<file path="src/rtl/prog_loader.sv">
`default_nettype none
// ============================================================================
// Module      : prog_loader
// Description : Serial program loader; assembles MSB-first bytes and writes
//               16 words into program memory. Optional trailing checksum when
//               PROG_LOADER_CHECKSUM_EN is defined.
// Revision    : 1.0 - initial release
// ============================================================================
module prog_loader (
  input  logic       clk,
  input  logic       rst_n,
  input  logic       load_req,
  input  logic       ser_strobe,
  input  logic       ser_bit,
  input  logic [3:0] pc_in,
  output logic [3:0] mem_address,
  output logic [3:0] mem_opcode,
  output logic [3:0] mem_immediate,
  output logic       mem_write,
  output logic       busy,
  output logic       done,
  output logic       chk_err
);

  localparam logic [2:0] ST_IDLE  = 3'd0;
  localparam logic [2:0] ST_SHIFT = 3'd1;
  localparam logic [2:0] ST_WRITE = 3'd2;
  localparam logic [2:0] ST_DONE  = 3'd4;
`ifdef PROG_LOADER_CHECKSUM_EN
  localparam logic [2:0] ST_CHECK = 3'd3;
`endif
  localparam logic [3:0] C_LAST_WORD = 4'd15;
  localparam logic [2:0] C_LAST_BIT  = 3'd7;

  logic [2:0] r_state;
  logic [3:0] r_word;
  logic [2:0] r_bit;
  logic [7:0] r_shift;
  logic       r_load_req_d;

  logic       w_busy;
  logic       w_start;
  logic [7:0] w_shift_in;

  assign w_busy     = (r_state == ST_SHIFT) || (r_state == ST_WRITE)
`ifdef PROG_LOADER_CHECKSUM_EN
                      || (r_state == ST_CHECK)
`endif
                      ;
  // A new load is accepted only from an idle or finished loader.
  assign w_start    = load_req && !r_load_req_d &&
                      ((r_state == ST_IDLE) || (r_state == ST_DONE));
  assign w_shift_in = {r_shift[6:0], ser_bit};

  assign busy          = w_busy;
  assign done          = (r_state == ST_DONE);
  assign mem_write     = (r_state == ST_WRITE);
  assign mem_address   = w_busy ? r_word : pc_in;
  assign mem_immediate = r_shift[7:4];
  assign mem_opcode    = r_shift[3:0];

  always_ff @(posedge clk or negedge rst_n) begin
    if (!rst_n) begin
      r_state      <= ST_IDLE;
      r_word       <= 4'd0;
      r_bit        <= 3'd0;
      r_shift      <= 8'd0;
      r_load_req_d <= 1'b0;
    end else begin
      r_load_req_d <= load_req;
      case (r_state)
        ST_IDLE, ST_DONE: begin
          if (w_start) begin
            r_state <= ST_SHIFT;
            r_word  <= 4'd0;
            r_bit   <= 3'd0;
          end
        end
        ST_SHIFT: begin
          if (ser_strobe) begin
            r_shift <= w_shift_in;
            r_bit   <= r_bit + 3'd1;
            if (r_bit == C_LAST_BIT) begin
              r_state <= ST_WRITE;
            end
          end
        end
        ST_WRITE: begin
          if (r_word == C_LAST_WORD) begin
`ifdef PROG_LOADER_CHECKSUM_EN
            r_state <= ST_CHECK;
`else
            r_state <= ST_DONE;
`endif
          end else begin
            r_word  <= r_word + 4'd1;
            r_state <= ST_SHIFT;
          end
        end
`ifdef PROG_LOADER_CHECKSUM_EN
        ST_CHECK: begin
          if (ser_strobe) begin
            r_shift <= w_shift_in;
            r_bit   <= r_bit + 3'd1;
            if (r_bit == C_LAST_BIT) begin
              r_state <= ST_DONE;
            end
          end
        end
`endif
        default: r_state <= ST_IDLE;
      endcase
    end
  end

`ifdef PROG_LOADER_CHECKSUM_EN
  logic [7:0] r_sum;
  logic       r_chk_err;

  always_ff @(posedge clk or negedge rst_n) begin
    if (!rst_n) begin
      r_sum     <= 8'd0;
      r_chk_err <= 1'b0;
    end else if (w_start) begin
      r_sum     <= 8'd0;
      r_chk_err <= 1'b0;
    end else if (r_state == ST_WRITE) begin
      r_sum <= r_sum + r_shift;
    end else if ((r_state == ST_CHECK) && ser_strobe && (r_bit == C_LAST_BIT)) begin
      r_chk_err <= (w_shift_in != r_sum);
    end
  end

  assign chk_err = r_chk_err;
`else
  assign chk_err = 1'b0;
`endif

endmodule
`default_nettype wire

</file>
<file path="config.mk">
export PLATFORM = sky130hd
export DESIGN_NAME = prog_loader
export DESIGN_NICKNAME = d
export VERILOG_FILES = /design/src/rtl/prog_loader.sv
export SDC_FILE = /design/constraint.sdc
export NUM_CORES = 1
export LEC_CHECK = 0
export BUFFER_PORTS_ARGS = -buffer_cell sky130_fd_sc_hd__buf_4
export CORE_MARGIN = 10
export CORE_UTILIZATION = 45
export DETAILED_ROUTE_END_ITERATION = 8
export GPL_TIMING_DRIVEN = 0
export HOLD_SLACK_MARGIN = 0.12
export PLACE_DENSITY = 0.7
export SLEW_MARGIN = 20
export SYNTH_ARGS = -nofsm -noshare
export SYNTH_HDL_FRONTEND = slang
export SYNTH_SLANG_ARGS = --single-unit
</file>
<file path="constraint.sdc">
create_clock -name clk -period 3 [get_ports clk]
set_input_delay 0.45 -clock clk [delete_from_list [all_inputs] [get_ports clk]]
set_output_delay 0.45 -clock clk [all_outputs]
set_load 0.01 [all_outputs]
</file>
# Word-level counts from Yosys, hierarchy flattened
# Cells that the tools add are included.
[totals] output_inout_bits=16 elab_cells=41 regBits=19
[classes] eq_ne=9 n_addsub=2 n_mux=12 n_reduce_logical=13
[ops] op="two-way mux 3 bit" n=6
[ops] op="two-way mux 4 bit" n=3
[ops] op="one-hot mux 3 bit (3 select lines)" n=1
[ops] op="AND reduction 3 bit" n=3
[ops] op="one-hot mux 4 bit (2 select lines)" n=1
[ops] op="== test 3 bit (second input constant)" n=2
[ops] op="inequality test 2 bit (second input constant)" n=3
[ops] op="one-hot mux 3 bit (2 select lines)" n=1
[ops] op="adder 4 x 1 -> 4 bit (second input constant)" n=1
[ops] op="== test 4 bit (second input constant)" n=1
[ops] op="nonzero test 2 bit" n=2
[ops] op="adder 3 x 1 -> 3 bit (second input constant)" n=1
[ops] op="== test 3 x 1 -> 1 bit (second input constant)" n=1
[ops] op="== test 3 x 2 -> 1 bit (second input constant)" n=1
[ops] op="logical NOT 3 bit" n=1
[ops] op="logical AND 1 bit" n=2
[ops] op="logical OR 1 bit" n=2
[ops] op="inequality test 2 x 1 -> 1 bit (second input constant)" n=1
[ops] op="AND reduction 2 bit" n=1
[ops] op="OR reduction 2 bit" n=1
[ops] op="logical NOT 1 bit" n=1

# Depth between registers and ports, before layout
# Gate-level depths: netlist of the first run.
[logic_depth] depth_word=5 depth_mapped=5

# Least setup slack after synthesis of the first run
# Ideal clock, no wire load.
[synth_path] path_type="register to output" start="register r_state[0]" end="output port mem_address[0]" n_path_buf=1 path_stages_with_launch=5 required_time_ps=2550 setup_slack_ps=1290 arrival_ps=1260 cell_sequence="dfrtp_1 buf_2 xnor2_1 nor2_2 mux2_1"
[synth_via] elab_chain_len=3
[synth_lines] item="start: declaration" line="35" rtl="logic [2:0] r_state;"
[synth_lines] item="start signal: assignment" line="64" rtl="r_state <= ST_IDLE;"
[synth_lines] item="start signal: assignment" line="74" rtl="r_state <= ST_SHIFT;"
[synth_lines] item="start signal: assignment" line="84" rtl="r_state <= ST_WRITE;"
[synth_lines] item="== test 3 x 1 -> 1 bit or == test 3 x 2 -> 1 bit (tied branches)" line="45" rtl="assign w_busy = (r_state == ST_SHIFT) || (r_state == ST_WRITE)"
[synth_lines] item="logical OR 1 bit *" line="45"
[synth_lines] item="named net busy" line="20" rtl="output logic busy,"
[synth_lines] item="two-way mux 4 bit *" line="58" rtl="assign mem_address = w_busy ? r_word : pc_in;"
[synth_lines] item="end: declaration" line="16" rtl="output logic [3:0] mem_address,"
# The timed path passes the listed nets; every way through them passes the cells marked *.

# Worst setup path after layout of the first run
[layout_path] start="register r_state[0]" end="output port mem_address[2]"
[layout_via] elab_chain_len=3
[layout_lines] item="== test 3 x 1 -> 1 bit or == test 3 x 2 -> 1 bit (tied branches)" line="45"
[layout_lines] item="logical OR 1 bit *" line="45"
[layout_lines] item="two-way mux 4 bit *" line="58"
# Mark *: on every way between the ends. The rest lies on a longest branch, timed or not.

==> results.ini, run 1 <==
[detailed_routing]
ant_nets=0
firstDrtPassIters=3
route.detailed.wl_per_inst_um=15.3
via_count=654
drc_errors=0
drt_iter0_drc=3
drt-vias-per-instance=5.27
wirelength_mm=1.90

[global_route]
grt_use_total_pct=8.98
grt_pass1_wl_mm=3.08
overflow=0
grt_max_degree=20
antenna_found_initial=0
grt_pass1_vias=658

[setup_path]
r2r_cells=3
worstPathMaxFanout=7
rrSetupSlack_ns=1.54
critPathMaxStageDelay_ns=0.37
cp_cell_sequence=buf_2 > xnor2_1 > nor2_2 > mux2_1 > buf_4
worst_setup_path_start_kind=flop
end_kind=output pin
worstReg2RegEnd=r_shift[4]
cp.required_ns=2.55
crit-reg2reg-launch=r_state[1]
crit_arrival_ns=1.69
path_class=flop to output pin
cp_slowest_cell=dfrtp_1

[sta]
period_share_pct=71.5
max_freq_mhz=466
finalSetupTns_ns=0
hold_violations=0
finalClockSkew_ns=0.00580
rsz0062_at_grt=false
fin_ws_ns=0.856
finalSetupViolations=0
drv_slew=0
min_period_ns=2.14

[synthesis]
synth_area_leaders=dfrtp_1 (50%), mux2_4 (9.5%), mux2_1 (7.1%)
seq_area_frac_synth_pct=50.3
avgSynthCellArea_um2=13.7
netlist_area_um2=946
synth.top_cell.area_share_pct=50.3
ys_ff_latch=19
synth_edf_count=0
synth_largest_area_cell=dfrtp_1
ys.flop_type=dfrtp_1
ys_warn_count=0
synth_cell_types=32
async_reset_ff_share_pct=100
synthCells=69
synth_nets=81

[power]
cellPowerDensity_nw_per_um2=864
peakVddDrop_mv=0.628
leakage_nw=0.577

[hold_path]
min-delay-start=load_req
hold_class=input pin to flop
holdPathEnd=r_load_req_d
holdPathStages=1

[finish]
insertedDiodeCount=0
stdcell_count=124
drive_above_1_share_pct=42.3
fin_util_pct=60.0
area_delta_synth_final_pct=25.7
fin_nets=110

[placement]
place.gp.congestion=0.860
place_inst=119
dp_slack_ns=1.18
place_hpwl_mm=1.43
numPortBuffers=23

[floorplan]
start_util_pct=47.7
die_area_um2=4340
io-pin-count=25
chipHeight_um=65.8
coreArea_um2=1980
die_x_um=65.8
num_rows=16

[clock_network]
cts.path.max_buffers=2
holdBufCountCts=1
clkSinkCount=19
cts_buffers=3
cts_setup_buffers=0
cts_root_buf=clkbuf_4
clk_pin_slew_ns=0.11
post_cts_resized=0
insertion_delay_ns=0.30
cts_tree=done
htree_num_levels=1

[status]
status=finished clean

[job]
cap_violations=0

layout make-up:
type | count | area, µm²
fillers | 175 | 793
repair buffers | 24 | 183
clock buffers | 4 | 26.3
flip-flops and latches | 19 | 475
plain buffers | 3 | 23.8
multi-input cells | 47 | 447
well taps | 27 | 33.8
cells in the mapped netlist (2+ instances only):
cell and n:
nand3_1 2, a22o_1 3, dfrtp_1 19, nand2_1 3
and3_1 2, mux2_4 6, mux2_1 6, ha_1 3
nor3b_1 2
state kept, by name, indices dropped and copies added, names as in the netlist:
register	count
r_bit	3
r_load_req_d	1
r_shift	8
r_state	3
r_word	4
logic make-up (layout without fill, tap and decap cells):
logic type / count (synthesis) / after routing / synth area share (%)
AO/OA/AOI/OAI: 8 / 8 / 6.75
XOR/XNOR: 1 / 1 / 0.926
adder cells (fa/ha/maj): 3 / 3 / 3.97
buffers and inverters: 3 / 31 / 2.51
flip-flops: 19 / 19 / 50.3
multiplexers: 14 / 14 / 18.9
other: 1 / 1 / 0.396
AND/OR/NAND/NOR: 20 / 20 / 16.3
per-layer routing:
metal / up-vias / routed length [µm] / GRT usage (%)
li1: 308 / - / -
met1: 321 / 830 / 9.67
met2: 21 / 852 / 14.3
met3: 4 / 182 / 3.73
met4: 0 / 31 / 5.61
met5: - / 0 / 0
through the flow:
step | area [µm²] | total power [mW] | hold slack, ns
after floorplan | 946 | 0.708 | 0.154
after global placement | 1150 | 0.892 | 0.337
after detailed placement | 1150 | 0.909 | 0.336
after CTS | 1190 | 1.04 | 0.268
after global routing | 1190 | 1.10 | 0.273
final | 1190 | 1.03 | 0.278
report_power, final:
part | total (mW) | internal [mW] | leakage (nW) | switching [mW]
Combinational | 0.471 | 0.279 | 0.325 | 0.192
Sequential | 0.427 | 0.351 | 0.236 | 0.0763
Clock | 0.129 | 0.0518 | 0.0150 | 0.0769
Total | 1.03 | 0.681 | 0.577 | 0.346
worst max-delay path: cells and delay by family (launching register included):
kind | cells | cell delay (ns)
simple gates | 1 | 0.21
mux | 1 | 0.36
xor+xnor | 1 | 0.14
flops | 1 | 0.37
buf+inv | 2 | 0.32
worst max path at each step:
stage	from	endpoint	slack [ns]
6_report	r_state[0]	mem_address[2]	0.86
5_1_grt	r_state[0]	mem_address[2]	0.76
4_1_cts	r_state[0]	mem_address[2]	0.84
3_5_place_dp	r_state[0]	mem_address[2]	1.18
3_3_place_gp	r_state[0]	mem_address[2]	1.21
2_1_floorplan	r_state[0]	mem_address[0]	1.29
placed cells by master (no fill, tap or decap), types with 2 or more instances in the layout:
cell | Yosys | routed
ha_1 | 3 | 3
dfrtp_1 | 19 | 19
mux2_4 | 6 | 6
buf_4 | 1 | 24
a22o_1 | 3 | 3
clkbuf_4 | 0 | 3
mux2_1 | 6 | 6
and3_1 | 2 | 2
nand2_1 | 3 | 3
nor3b_1 | 2 | 2
nand3_1 | 2 | 2
Power figures use the tool's default switching activity.
==> run 2, diff against run 1 <==
- clock period: 3 -> 2.02 ns (I/O delays scaled with it)
==> run 2 against run 1 <==
Compared with the run above: clock skew is essentially flat; critical endpoint is now mem_address[0]; wire length increased by 1.3%; register-to-register slack worse by 1.0 ns; worst setup slack got worse by 0.77 ns; sequential power up 54%; die area unchanged; sequential cell count unchanged; largest cell class unchanged; worst hold slack got worse by 0.15 ns.
==> results.ini, run 2 (synthesis gave the netlist of run 1 again) <==
[setup_path]
path_class=flop to output pin
worstPathMaxFanout=7  ; unchanged
crit_arrival_ns=1.64  ; -0.05 ns
critPathMaxStageDelay_ns=0.47  ; +0.10 ns
cp_slowest_cell=dfrtp_1
path_delay_family=flip-flops
crit-reg2reg-launch=r_state[2]
cp_cell_sequence=xnor2_1 > nor2_2 > buf_4 > mux2_4 > buf_4
cp.required_ns=1.72  ; -0.83 ns
cp_common_cell=buf_4
path_buf_inv=2  ; unchanged
r2r_cells=3  ; unchanged
worst_setup_path_start_kind=flop
rrSetupSlack_ns=0.54  ; -1.00 ns
worstReg2RegEnd=r_shift[4]
end_kind=output pin

[floorplan]
start_util_pct=47.7  ; unchanged
die_area_um2=4340  ; unchanged
coreArea_um2=1980  ; unchanged
die_x_um=65.8  ; unchanged
chipHeight_um=65.8  ; unchanged
num_rows=16  ; unchanged
io-pin-count=25  ; unchanged

[status]
status=finished clean

[global_route]
overflow=0  ; unchanged
grt_max_degree=20  ; unchanged
antenna_found_initial=0  ; unchanged
grt_pass1_wl_mm=3.08  ; unchanged
grt_pass1_vias=658  ; unchanged
grt_use_total_pct=8.98  ; unchanged

[sta]
finalClockSkew_ns=0.00576  ; -0.0000418 ns
hold_violations=0  ; unchanged
drv_slew=0  ; unchanged
rsz0062_at_grt=false
fin_ws_ns=0.0812  ; -0.775 ns
period_share_pct=96.0
max_freq_mhz=516
finalSetupTns_ns=0  ; unchanged
min_period_ns=1.94
finalSetupViolations=0  ; unchanged

[placement]
dp_slack_ns=0.352  ; -0.833 ns
numPortBuffers=23  ; unchanged
place.gp.congestion=0.860  ; unchanged
place_hpwl_mm=1.43  ; unchanged

[clock_network]
htree_num_levels=1  ; unchanged
cts_buffers=3  ; unchanged
cts_root_buf=clkbuf_4
cts_tree=done
cts.path.max_buffers=2  ; unchanged
clkSinkCount=19  ; unchanged
clk_pin_slew_ns=0.11  ; about the same
insertion_delay_ns=0.30  ; about the same

[finish]
fin_util_pct=61.3  ; +1.3 points
area_delta_synth_final_pct=28.4
layout_common_cells=buf_4 (26), dfrtp_1 (18), mux2_4 (10)
largest_reg_flops=8  ; unchanged
top_regs=r_shift x8, r_word x4
drive_above_1_share_pct=48.0  ; +5.7 points
layout_commonest_cell=buf_4
insertedDiodeCount=0  ; unchanged
fin_nets=111  ; +0.91%
regMostFlops=r_shift

[job]
cap_violations=0  ; unchanged

[detailed_routing]
drt_iter0_drc=20  ; +17
drc_errors=0  ; unchanged
wirelength_mm=1.92  ; +1.3%
via_count=667  ; +2.0%
firstDrtPassIters=3  ; unchanged
drt-vias-per-instance=5.34  ; +1.2%
route.detailed.wl_per_inst_um=15.4  ; +0.51%
ant_nets=0  ; unchanged

[hold_path]
holdPathEnd=r_load_req_d
min-delay-start=load_req
hold_class=input pin to flop
holdPathStages=1  ; unchanged

[power]
cellPowerDensity_nw_per_um2=1310  ; +51%
peakVddDrop_mv=0.938  ; +49%
leakage_nw=0.594  ; +2.9%

## run 2: worst register-to-register path, delay by kind of cell, from the launching register on
| kind | cells | cell delay (ns) |
|---|---|---|
| flip-flops | 1 | 0.48 |
| AND/OR/NAND/NOR | 1 | 0.40 |
| multiplexers | 1 | 0.31 |
| buffers and inverters | 1 | 0.18 |
## run 2: layout make-up
class | instances | area, µm²
multi-input cells | 47 | 462
plain buffers | 2 | 18.8
well taps | 27 | 33.8
repair buffers | 26 | 198
flip-flops and latches | 19 | 477
fillers | 166 | 767
clock buffers | 4 | 26.3
## run 2: timing repair
action | CTS | global route
setup endpoints to repair | 0 | 4
hold buffers | 1 | 0
hold endpoints to repair | 19 | 0
setup buffers | 0 | 2
gates resized for setup | 0 | 5
## run 2: layer usage
metal  track usage, %  wire (µm)  share of wire, %
met1             9.67        830                43
met3             3.73        184               9.6
met4             5.61         31               1.6
met2             14.3        875                46
met5                0          0                 0
## run 2: how the worst max path moves through the flow
stage          startpoint        endpoint  depth (start not counted)
2_1_floorplan  r_state[0]  mem_address[0]                          4
3_3_place_gp   r_state[0]  mem_address[2]                          5
3_5_place_dp   r_state[0]  mem_address[2]                          5
4_1_cts        r_state[0]  mem_address[2]                          5
5_1_grt        r_state[1]  mem_address[2]                          5
6_report       r_state[1]  mem_address[0]                          5
## run 2: power by group
| part | total (mW) | switching, mW | internal, mW |
|---|---|---|---|
| Combinational | 0.741 | 0.275 | 0.466 |
| Sequential | 0.657 | 0.135 | 0.523 |
| Clock | 0.191 | 0.114 | 0.0769 |
## run 2: metrics by stage
step | power (mW) | area, µm² | instances | hold slack [ns]
after floorplan | 1.05 | 946 | 69 | 0.00741
after global placement | 1.32 | 1150 | 119 | 0.190
after detailed placement | 1.35 | 1150 | 119 | 0.189
after CTS | 1.55 | 1190 | 124 | 0.121
after global routing | 1.70 | 1210 | 125 | 0.126
final | 1.59 | 1210 | 125 | 0.131
